==> config.mk <==
export PLATFORM = sky130hd
export DESIGN_NAME = div_32
export DESIGN_NICKNAME = d
export VERILOG_FILES = /design/src/rtl/div_32_pkg.sv /design/src/rtl/div_step.sv /design/src/rtl/div_32.sv
export SDC_FILE = /design/constraint.sdc
export NUM_CORES = 1
export LEC_CHECK = 0
export CORE_MARGIN = 4
export CORE_UTILIZATION = 50
export CTS_BUF_LIST = sky130_fd_sc_hd__clkbuf_4 sky130_fd_sc_hd__clkbuf_8
export DETAILED_ROUTE_END_ITERATION = 8
export DONT_BUFFER_PORTS = 1
export GPL_ROUTABILITY_DRIVEN = 0
export PLACE_DENSITY = 0.74
export SLEW_MARGIN = 20
export SYNTH_ARGS = -nofsm -noshare
export SYNTH_HDL_FRONTEND = slang
export SYNTH_HIERARCHICAL = 1
export SYNTH_SLANG_ARGS = --single-unit
export TNS_END_PERCENT = 1
==> constraint.sdc <==
create_clock -name clock -period 3.3 [get_ports clock]
set_input_delay 0.66 -clock clock [delete_from_list [all_inputs] [get_ports clock]]
set_output_delay 0.66 -clock clock [all_outputs]
set_load 0.01 [all_outputs]
==> src/rtl/div_32_pkg.sv <==
// Shared definitions for the sequential signed divider: datapath width, FSM states,
// iteration counter type and a magnitude helper.
package div_32_pkg;

    localparam int unsigned Width = 32;

    typedef enum logic [1:0] {
        StIdle,
        StIter,
        StFixup
    } state_e;

    typedef logic [4:0] count_t;

    // Two's-complement magnitude; 0x80000000 maps to 2^31 read as unsigned.
    function automatic logic [Width-1:0] abs_val(input logic [Width-1:0] v);
        return v[Width-1] ? (~v + 1'b1) : v;
    endfunction

endpackage

==> src/rtl/div_step.sv <==
// One restoring-division iteration: shift {rem, quo} left and conditionally subtract the divisor.
module div_step #(
    parameter int unsigned WIDTH = 32
) (
    input  logic [WIDTH-1:0] rem_i,
    input  logic [WIDTH-1:0] quo_i,
    input  logic [WIDTH-1:0] divisor_i,
    output logic [WIDTH-1:0] rem_o,
    output logic [WIDTH-1:0] quo_o
);

    logic [WIDTH:0]   shifted;
    logic [WIDTH-1:0] diff;

    always_comb begin
        shifted = {rem_i, quo_i[WIDTH-1]};
        // A fitting subtraction always lands below 2^WIDTH, so the low bits are exact.
        diff    = shifted[WIDTH-1:0] - divisor_i;
        if (shifted >= {1'b0, divisor_i}) begin
            rem_o = diff;
            quo_o = {quo_i[WIDTH-2:0], 1'b1};
        end else begin
            rem_o = shifted[WIDTH-1:0];
            quo_o = {quo_i[WIDTH-2:0], 1'b0};
        end
    end

endmodule

==> src/rtl/div_32.sv <==
// Sequential 32-bit signed divider: quotient on Zlow, remainder on Zhigh, with a
// start/busy/done handshake and an immediate divide-by-zero result.
module div_32
    import div_32_pkg::*;
#(
    parameter int unsigned WIDTH = Width
) (
    input  logic             clock,
    input  logic             clear,
    input  logic             start,
    input  logic [WIDTH-1:0] x,
    input  logic [WIDTH-1:0] y,
    output logic [WIDTH-1:0] Zlow,
    output logic [WIDTH-1:0] Zhigh,
    output logic             busy,
    output logic             done,
    output logic             div_by_zero
);

    state_e           state_q, state_d;
    count_t           count_q, count_d;
    logic [WIDTH-1:0] rem_q, rem_d;
    logic [WIDTH-1:0] quo_q, quo_d;
    logic [WIDTH-1:0] dvsr_q, dvsr_d;
    logic             q_neg_q, q_neg_d;
    logic             r_neg_q, r_neg_d;
    logic [WIDTH-1:0] zlow_q, zlow_d;
    logic [WIDTH-1:0] zhigh_q, zhigh_d;
    logic             busy_q, busy_d;
    logic             done_q, done_d;
    logic             dbz_q, dbz_d;

    logic [WIDTH-1:0] step_rem;
    logic [WIDTH-1:0] step_quo;

    div_step #(
        .WIDTH (WIDTH)
    ) u_div_step (
        .rem_i     (rem_q),
        .quo_i     (quo_q),
        .divisor_i (dvsr_q),
        .rem_o     (step_rem),
        .quo_o     (step_quo)
    );

    always_comb begin
        state_d = state_q;
        count_d = count_q;
        rem_d   = rem_q;
        quo_d   = quo_q;
        dvsr_d  = dvsr_q;
        q_neg_d = q_neg_q;
        r_neg_d = r_neg_q;
        zlow_d  = zlow_q;
        zhigh_d = zhigh_q;
        busy_d  = busy_q;
        done_d  = 1'b0;
        dbz_d   = dbz_q;

        unique case (state_q)
            StIdle: begin
                if (start) begin
                    if (y == '0) begin
                        zlow_d  = '1;
                        zhigh_d = x;
                        done_d  = 1'b1;
                        dbz_d   = 1'b1;
                    end else begin
                        dvsr_d  = abs_val(y);
                        quo_d   = abs_val(x);
                        rem_d   = '0;
                        count_d = '0;
                        q_neg_d = x[WIDTH-1] ^ y[WIDTH-1];
                        r_neg_d = x[WIDTH-1];
                        dbz_d   = 1'b0;
                        busy_d  = 1'b1;
                        state_d = StIter;
                    end
                end
            end
            StIter: begin
                rem_d   = step_rem;
                quo_d   = step_quo;
                count_d = count_q + 5'd1;
                if (count_q == 5'd31) begin
                    state_d = StFixup;
                end
            end
            StFixup: begin
                zlow_d  = q_neg_q ? (~quo_q + 1'b1) : quo_q;
                zhigh_d = r_neg_q ? (~rem_q + 1'b1) : rem_q;
                done_d  = 1'b1;
                busy_d  = 1'b0;
                state_d = StIdle;
            end
            default: begin
                busy_d  = 1'b0;
                state_d = StIdle;
            end
        endcase
    end

    always_ff @(posedge clock) begin
        if (clear) begin
            state_q <= StIdle;
            count_q <= '0;
            rem_q   <= '0;
            quo_q   <= '0;
            dvsr_q  <= '0;
            q_neg_q <= 1'b0;
            r_neg_q <= 1'b0;
            zlow_q  <= '0;
            zhigh_q <= '0;
            busy_q  <= 1'b0;
            done_q  <= 1'b0;
            dbz_q   <= 1'b0;
        end else begin
            state_q <= state_d;
            count_q <= count_d;
            rem_q   <= rem_d;
            quo_q   <= quo_d;
            dvsr_q  <= dvsr_d;
            q_neg_q <= q_neg_d;
            r_neg_q <= r_neg_d;
            zlow_q  <= zlow_d;
            zhigh_q <= zhigh_d;
            busy_q  <= busy_d;
            done_q  <= done_d;
            dbz_q   <= dbz_d;
        end
    end

    assign Zlow        = zlow_q;
    assign Zhigh       = zhigh_q;
    assign busy        = busy_q;
    assign done        = done_q;
    assign div_by_zero = dbz_q;

endmodule
* After elaboration in Yosys (flattened, before gate mapping) *
Index checks and enable logic that the tools add are counted.

word-level totals
  word-level logic and storage cells = 74
  flip-flop bits (word level) = 172
  output and inout port bits = 67
  input port bits = 67

operators by class
  bitwise operators = 7
  $add $sub $neg = 6
  muxes and demuxes = 31
  equality and inequality tests = 7
  reductions and logical operators = 10
  magnitude comparators = 1

operator list
  cell                   count
  $mux 32                13
  $pmux 32 s2            4
  $add 32x1->32 const B  4
  $not 32->32            4
  $ge 33x32->1           1
  $logic_not 32->1       1
  $sub 32x32->32         1
  $reduce_and 3->1       5
  $mux 5                 2
  $pmux 5 s2             1
  $ne 2x2->1 const B     4
  $mux 2                 3
  $add 5x1->5 const B    1
  $eq 5x5->1 const B     1
  $mux 1                 5
  $pmux 1 s2             2
  $pmux 2 s2             1
  $reduce_bool 2->1      2
  $eq 2x1->1 const B     1
  $eq 2x2->1 const B     1
  $logic_not 2->1        1
  $not 1->1              2
  $reduce_and 2->1       1
  $xor 1x1->1            1

* Longest topological paths before layout *
Gate-level depths: netlist (run 1).

  word-level depth = 6
  mapped depth = 16
  depth with buffers taken out = 13

* Modules after synthesis *
The synthesis (run 1) kept the hierarchy.

by module, submodules not included
  module    area each (µm²)  cells each  sequential area each (µm²)  times used
  div_32    9202.6           1115        3443.3                      1
  div_step  2563.7           354         0.0                         1

* Worst setup path after synthesis (run 1) *
Ideal clock, no wire load.

  path kind = reg2reg
  from = reg rem_q[10]
  to = reg rem_q[21]
  required time = 3.172 ns
  stages on the path, launching flop included = 16
  setup slack = 0.257 ns
  path buffers = 3
  library setup time = 0.128 ns
  clock period less this slack = 3.043 ns
  arrival time = 2.916 ns
  cell sequence = dfxtp_1 ha_1 buf_2 a21oi_1 a21oi_1 a31o_2 nor4b_4 o21ai_2 a31oi_4 o21a_4 inv_2 buf_6 buf_12 mux2_4 a22oi_1 nor2_1

between the ends
  cells in the longest elaborated chain, start to end = 3
  elaborated cells on any way between the ends = 4
  classes of those cells = 1 x add/sub; 1 x order compare; 2 x mux

RTL lines
  item                                                   RTL line                        text
  from (decl)                                            div_32.sv:22                    logic [WIDTH-1:0] rem_q, rem_d;
  from (signal assigned)                                 div_32.sv:120                   rem_q <= rem_d;
  $sub 32x32->32 / $ge 33x32->1 (equally long branches)  div_step.sv:18, div_step.sv:19
  $mux 32 (*)                                            div_step.sv:19                  if (shifted >= {1'b0, divisor_i}) begin
  via step_rem[21]                                       div_32.sv:33                    logic [WIDTH-1:0] step_rem;
  $pmux 32 s2 (*)                                        div_32.sv:60                    unique case (state_q)

The timed path passes the listed nets; every way through them passes the cells marked *.
A chain may end at the register's enable or synchronous reset.

* Final worst setup path (run 1) *
  from = reg quo_q[31]
  to = reg rem_q[30]

between the ends
  cells in the longest elaborated chain, start to end = 3
  elaborated cells on any way between the ends = 4
  classes of those cells = 1 x add/sub; 1 x order compare; 2 x mux

RTL lines
  item                                                   RTL line                        text
  from (decl)                                            div_32.sv:23                    logic [WIDTH-1:0] quo_q, quo_d;
  from (signal assigned)                                 div_32.sv:121                   quo_q <= quo_d;
  $sub 32x32->32 / $ge 33x32->1 (equally long branches)  div_step.sv:18, div_step.sv:19
  $mux 32 (*)                                            div_step.sv:19
  via step_rem[30]                                       div_32.sv:33
  $pmux 32 s2 (*)                                        div_32.sv:60

Marked as above.

==> results of run 1 <==
==> power groups by stage <==
| stage | registers (mW) | logic [mW] | clock network, mW |
|---|---|---|---|
| 5_1_grt | 2.27 | 1.24 | 1.90 |
| 4_1_cts | 2.26 | 1.11 | 1.82 |
| 6_report | 2.26 | 1.12 | 1.79 |
| 2_1_floorplan | 2.27 | 0.936 | 0 |
| 3_3_place_gp | 2.30 | 1.08 | 0 |
| 3_5_place_dp | 2.31 | 1.10 | 0 |
==> path summary, 6_finish.rpt <==
kind / from / to / slack (ns) / cells after the start
setup reg to reg: quo_q[31] / rem_q[30] / 0.19 / 13
setup / recovery: quo_q[31] / rem_q[30] / 0.19 / 13
hold reg to reg: dvsr_q[31] / dvsr_q[31] / 0.47 / 2
hold / removal: clear / quo_q[25] / 0.24 / 1
==> flip-flops by register name (all words and copies together), names as in the netlist <==
register     flops
Zhigh           32
Zlow            32
busy             1
count_q          5
div_by_zero      1
done             1
dvsr_q          32
q_neg_q          1
quo_q           32
r_neg_q          1
rem_q           32
state_q          2
==> what timing repair did <==
item                                    4_1_cts  5_1_grt
endpoints found under the hold margin         0        0
gates resized for setup                       0        3
endpoints found under the setup margin        0       14
==> placed cells by master, fill, tap and decap left out, types with 34 or more instances in the layout <==
cell type	instances
ha_1	38
inv_1	56
o21ai_0	45
nand2_1	103
a211oi_1	83
dfxtp_1	172
mux2i_1	34
xor2_1	62
a22oi_1	34
xnor2_1	80
buf_4	50
nor2_1	186
a21oi_1	73
==> worst max-delay path: stages, from the launching register on <==
cell     delay, ns
dfxtp_1       0.34
inv_1         0.11
ha_1          0.26
fa_1          0.42
nor2b_2       0.16
o31a_1        0.15
o21ai_0       0.15
o31ai_2       0.27
a21oi_1       0.19
or3b_2        0.50
nand3_1       0.14
mux2_4        0.15
a22oi_1       0.06
nor2_1        0.13
==> area by class of cell <==
type                    count  area share, %
multi-input cells        1111           59.9
flip-flops and latches    172           27.6
repair buffers             56           3.96
well taps                 313           3.13
clock buffers              18           1.93
clock inverters            13           1.80
inverters                  58           1.74
==> logic make-up (layout without fill, tap and decap cells) <==
kind of cell    Yosys count  after routing  synth area share, %
simple gates            465            465                 18.8
compound gates          402            402                 23.8
buf+inv                 186            145                 7.42
flops                   172            172                 29.3
xor+xnor                142            142                 10.6
mux                      63             63                 5.95
fa+ha+maj                39             39                 4.21
==> per-layer routing <==
metal / share of wire [%] / vias to the layer above / wire length (microns) / GRT usage, %
li1: - / 5185 / - / -
met1: 42 / 5054 / 14400 / 33.7
met2: 46 / 421 / 15700 / 41.5
met3: 8.9 / 65 / 3050 / 6.10
met4: 3.1 / 0 / 1060 / 8.92
met5: 0 / - / 0 / 0
==> per-stage QoR <==
stage	hold WS (ns)	cell area, sq um	utilization, %
floorplan	0.432	11800	-
global placement	0.443	12000	52.4
detailed placement	0.456	12000	52.4
CTS	0.216	12500	54.5
global route	0.204	12500	54.5
finish	0.236	12500	54.5
==> impl_results.md, run 1 <==
- Status: complete, no violations
- Fmax: approximately 320 MHz
- H-tree levels: 4
- Minimum clock period: between 3 and 4 ns
- Initial antenna violation count: 0
- Library cells used by synthesis: 71
- Area Growth Syn to Fin: 6.21%
- Share of the synthesized area in the top cell type: 29.3%
- Vias/cell: 6.16
- Drt first pass iters: 5
- P per Cell Area: 414 nW/um^2
- DP Wirelength: 25.5 mm
- Count of hold-fix buffers inserted at cts: 0
- Post-Syn Area: 11800 sq um
- Largest net degree at the start of global routing: 170
- DRC viols: 0
- Slew margin rel.: 40.8%
- CP endpoint kind: register
- Startpoint types: register
- Seq/Total Area, Yosys: 29.3%
- # rows: 55
- Worst-path clk slew: 0.10 ns
- Ys async rst share: 0%
- Top cells by area, synth: dfxtp_1 29%, nor2_1 6.0%, xnor2_1 6.0%
- Io pins: 134
- # nets final: 1522
- Sequential Power Share: 43.7%
- RSZ-0062 raised after global routing: false
- Clk buf depth: 2
- Fin. max-slew vios: 0
- Period utilisation layout: 94.4%
- DRT iter0 DRCs: 1127
- Post-CTS repair timing setup buffer count: 0
- Final Hold Fails: 0
- Post-synth net total: 1575
- Final-report setup violation count: 0
- Clock power share: 34.6%
- Die area: 26100 sq um
- Die height: 161 microns
- LEAKAGE: between 4 and 5 nW
- Total power: 5.18 mW
- Ys flop type: dfxtp_1
- Die Wd: 161 microns
- Commonest cells in the netlist: 187 x nor2_1, 172 x dfxtp_1, 103 x nand2_1
- Area of the multi-input gates: 7480 sq um
- Layout Cells excl Fill: 1741
- Initial Utilization: 51.3%
- Synth warn: 6
- Max Cap Violations: 0
- Data required, critical path: 3.73 ns
- Worst ir drop on vdd: 266 uV
- Routed Antenna Nets: 0
- Root buffer cell: clkbuf_8
- # diodes: 0
- Syn_area_per_cell: 8.01 sq um
- Routed WL per cell: 19.7 microns
- TNS Setup: 0 ns
- Vias in the first global route: 10000
- Post-synth EDFFs: 0
- Register bit total from synthesis: 172
- Setup ws final: 0.186 ns
- TritonCTS Buffers: 17
- Total congestion overflow: 0
- Final Skew: 0.0210 ns
- CTS tree: done
- Max FO, Critical Path: 3
- Sink Count: 172
- IO buf count: 0
- Internal Power: 3.57 mW
- HP Class: in -> reg
- Combinational share of power: 21.7%
- Most frequent cell after synthesis: nor2_1
- WP data arrival: 3.54 ns
- Filler Cells Inserted: 2143
- Psw: 1.61 mW
- Routed vias: 10700
- Core Footprint: around 23000 sq um
- Global router's overall resource usage: 25.7%
- Place WS: 0.0792 ns
- Area leader, netlist: dfxtp_1
- Layout cells sized above 1: 9.94%
- Storage cell area: between 3000 and 4000 sq um
- CP Class: reg -> reg
- Post-Synthesis Cells: between 1000 and 1500
- Sw Ratio: 31.0%
- Slew @ Worst Pin: between 0.8 and 0.9 ns
- Skew-Pair Late Insertion Delay: just under 0.5 ns
- First-pass GRT wire length: between 50 and 60 mm
- Drt total wl: 34.2 mm
- Post-placement cell count: 1710
Power figures use the tool's default switching activity.
==> inputs of run 2 (changes only) <==
--- a/config.mk
+++ b/config.mk
@@ -5,6 +5,7 @@
 export SDC_FILE = /design/constraint.sdc
 export NUM_CORES = 1
 export LEC_CHECK = 0
+export CAP_MARGIN = 25
 export CORE_MARGIN = 4
 export CORE_UTILIZATION = 50
 export CTS_BUF_LIST = sky130_fd_sc_hd__clkbuf_4 sky130_fd_sc_hd__clkbuf_8
==> results of run 2 <==
Final layout, timing and power as in run 1 (identical DEF).
==> inputs of run 3 (changes only) <==
--- a/config.mk
+++ b/config.mk
@@ -6,6 +6,7 @@
 export NUM_CORES = 1
 export LEC_CHECK = 0
 export CAP_MARGIN = 25
+export CORE_ASPECT_RATIO = 0.5
 export CORE_MARGIN = 4
 export CORE_UTILIZATION = 50
 export CTS_BUF_LIST = sky130_fd_sc_hd__clkbuf_4 sky130_fd_sc_hd__clkbuf_8
@@ -18,4 +19,3 @@
 export SYNTH_HDL_FRONTEND = slang
 export SYNTH_HIERARCHICAL = 1
 export SYNTH_SLANG_ARGS = --single-unit
-export TNS_END_PERCENT = 1
==> run 3 against run 2 <==
Net effect: largest power group unchanged; die area increased by 0.57%; power decreased by 5.6%; design area decreased by 0.34%; largest cell class unchanged; setup slack got worse by 0.015 ns; utilization decreased by 0.35 points; final cell count about the same; sequential share of layout area increased by 0.10 points; count of clock-buffer cells in the layout increased by 2; sequential power about the same; clock power decreased by 16%; via count increased by 1.6%; non-clock buffer count increased by 5.
==> impl_results.md, run 3 (synthesis results as in run 1) <==
- # diodes: 0
- Die Wd: 225 microns
- H-tree levels: 4
- Io pins: between 100 and 150
- Filler Cells Inserted: 2034
- Worst-path cell chain: inv_1 > ha_2 > a21oi_2 > a211oi_1 > or3_4 > nor4b_4 > o21ai_2 > a31oi_4 > o21a_4 > inv_2 > buf_12 > mux2_4 > a22oi_1 > nor2_1
- Clock power share: 30.8%
- HP Start: clear
- Area of the multi-input gates: 7490 sq um
- HP Class: in -> reg
- Sw Ratio: 32.8%
- Sequential Power Share: between 40% and 50%
- Clk buf depth: 2
- DP Wirelength: 24.9 mm
- Period utilisation layout: 94.8%
- Final-report setup violation count: 0
- Routed WL per cell: about 19 microns
- Place WS: roughly 0.09 ns
- Die area: 26200 sq um
- First-pass GRT wire length: roughly 52 mm
- Final Skew: 0.0216 ns
- Layout Cells excl Fill: 1740
- Root buffer cell: clkbuf_8
- Reg2Reg Setup Slack: 0.17 ns
- CP Class: reg -> reg
- Initial antenna violation count: 0
- Minimum clock period: 3.13 ns
- Total power: 4.89 mW
- Storage cell area: 3440 sq um
- P per Cell Area: 393 nW/um^2
- Vias in the first global route: 10200
- CP endpoint kind: register
- DRT iter0 DRCs: roughly 1200
- Total congestion overflow: 0
- Drt first pass iters: 6
- CTS tree: done
- Internal Power: 3.29 mW
- Setup crit start: dvsr_q[7]
- RSZ-0062 raised after global routing: false
- Routed vias: 10900
- Fmax: 320 MHz
- Data required, critical path: 3.69 ns
- Status: complete, no violations
- Max FO, Critical Path: 13
- Worst-path clk slew: around 0.1 ns
- Psw: 1.60 mW
- IO buf count: 0
- Final Hold Fails: 0
- LEAKAGE: 4.66 nW
- Slew @ Worst Pin: 0.945 ns
- Post-placement cell count: 1707
- TritonCTS Buffers: 17
- Commonest non-fill, non-tap cell in the layout: nor2_1
- WP data arrival: 3.52 ns
- Fin. max-slew vios: 0
- Slew margin rel.: 36.9%
- Min Hold Slack: 0.240 ns
- Crit path max-delay cell type: or3_4
- Vias/cell: 6.26
- Worst ir drop on vdd: 203 uV
- Most frequent cells in the layout: 186 x nor2_1, 171 x dfxtp_1, 103 x nand2_1, 83 x a211oi_1, 80 x xnor2_1
- Setup ws final: 0.171 ns
- Combinational share of power: between 20 and 25%
- Worst r2r src: dvsr_q[7]
- Initial Utilization: 51.2%
- TNS Setup: 0 ns
- Max Cap Violations: 0
- Skew-Pair Late Insertion Delay: 0.50 ns
- Global router's overall resource usage: 24.5%
- # rows: 39
- Drt total wl: ~33 mm
- Die height: roughly 120 microns
- Sink Count: 172
- Core Footprint: approximately 23000 sq um
- DRC viols: 0
- Largest net degree at the start of global routing: 170
- Layout cells sized above 1: 10.3%
- # nets final: 1527
- Area Growth Syn to Fin: 5.85%
- Startpoint types: register
- Crit-path max cell delay: ~0.4 ns
- Routed Antenna Nets: 0
==> run 3: cell types whose count changed in the layout (fill, tap and decap cells not counted), moves of 2 or more <==
cell	before	now
clkinvlp_4	0	4
inv_6	5	3
bufinv_16	5	1
buf_4	50	54
==> run 3: layer usage <==
layer  vias up  wire [microns]  track usage (%)
met5         -               0                0
met4         0             837             9.22
met3        67            2360             4.50
met2       442           15500             40.8
met1      5172           14500             32.1
li1       5217               -                -
==> run 3: metrics by stage <==
step | instance area, sq um | utilization (%)
2_1_floorplan | 11800 | -
3_3_place_gp | 12000 | 52.4
6_report | 12500 | 54.2
4_1_cts | 12400 | 54.0
5_1_grt | 12500 | 54.2
3_5_place_dp | 12000 | 52.4
==> run 3: worst max-delay path: cells and delay by family (launching register included) <==
kind,cells,cell delay [ns]
compound gates,6,0.95
buf+inv,3,0.28
flops,1,0.35
mux,1,0.29
simple gates,3,0.84
fa+ha+maj,1,0.29
==> run 3: timing repair <==
action | 4_1_cts | 5_1_grt
hold buffers | 0 | 0
setup buffers | 0 | 2
setup endpoints to repair | 0 | 29
gates resized for setup | 0 | 5
==> run 3: worst paths after layout <==
check | cells after the start | endpoint
max | 14 | rem_q[23]
min | 1 | Zhigh[4]
max reg2reg | 14 | rem_q[23]
min reg2reg | 2 | dvsr_q[31]
==> run 3: power by group through the flow <==
stage	clock, mW	sequential, mW	combinational (mW)
6_report	1.51	2.27	1.11
5_1_grt	1.60	2.28	1.22
4_1_cts	1.52	2.27	1.09
3_5_place_dp	0	2.32	1.08
3_3_place_gp	0	2.31	1.06
2_1_floorplan	0	2.27	0.936
==> run 3: final cells by class <==
| class | count | share of cell area [%] |
|---|---|---|
| clock buffers | 20 | 2.11 |
| inverters | 58 | 1.75 |
| clock inverters | 11 | 0.894 |
| repair buffers | 61 | 4.38 |
| multi-input cells | 1111 | 60.1 |
| flip-flops and latches | 172 | 27.7 |
| well taps | 307 | 3.08 |
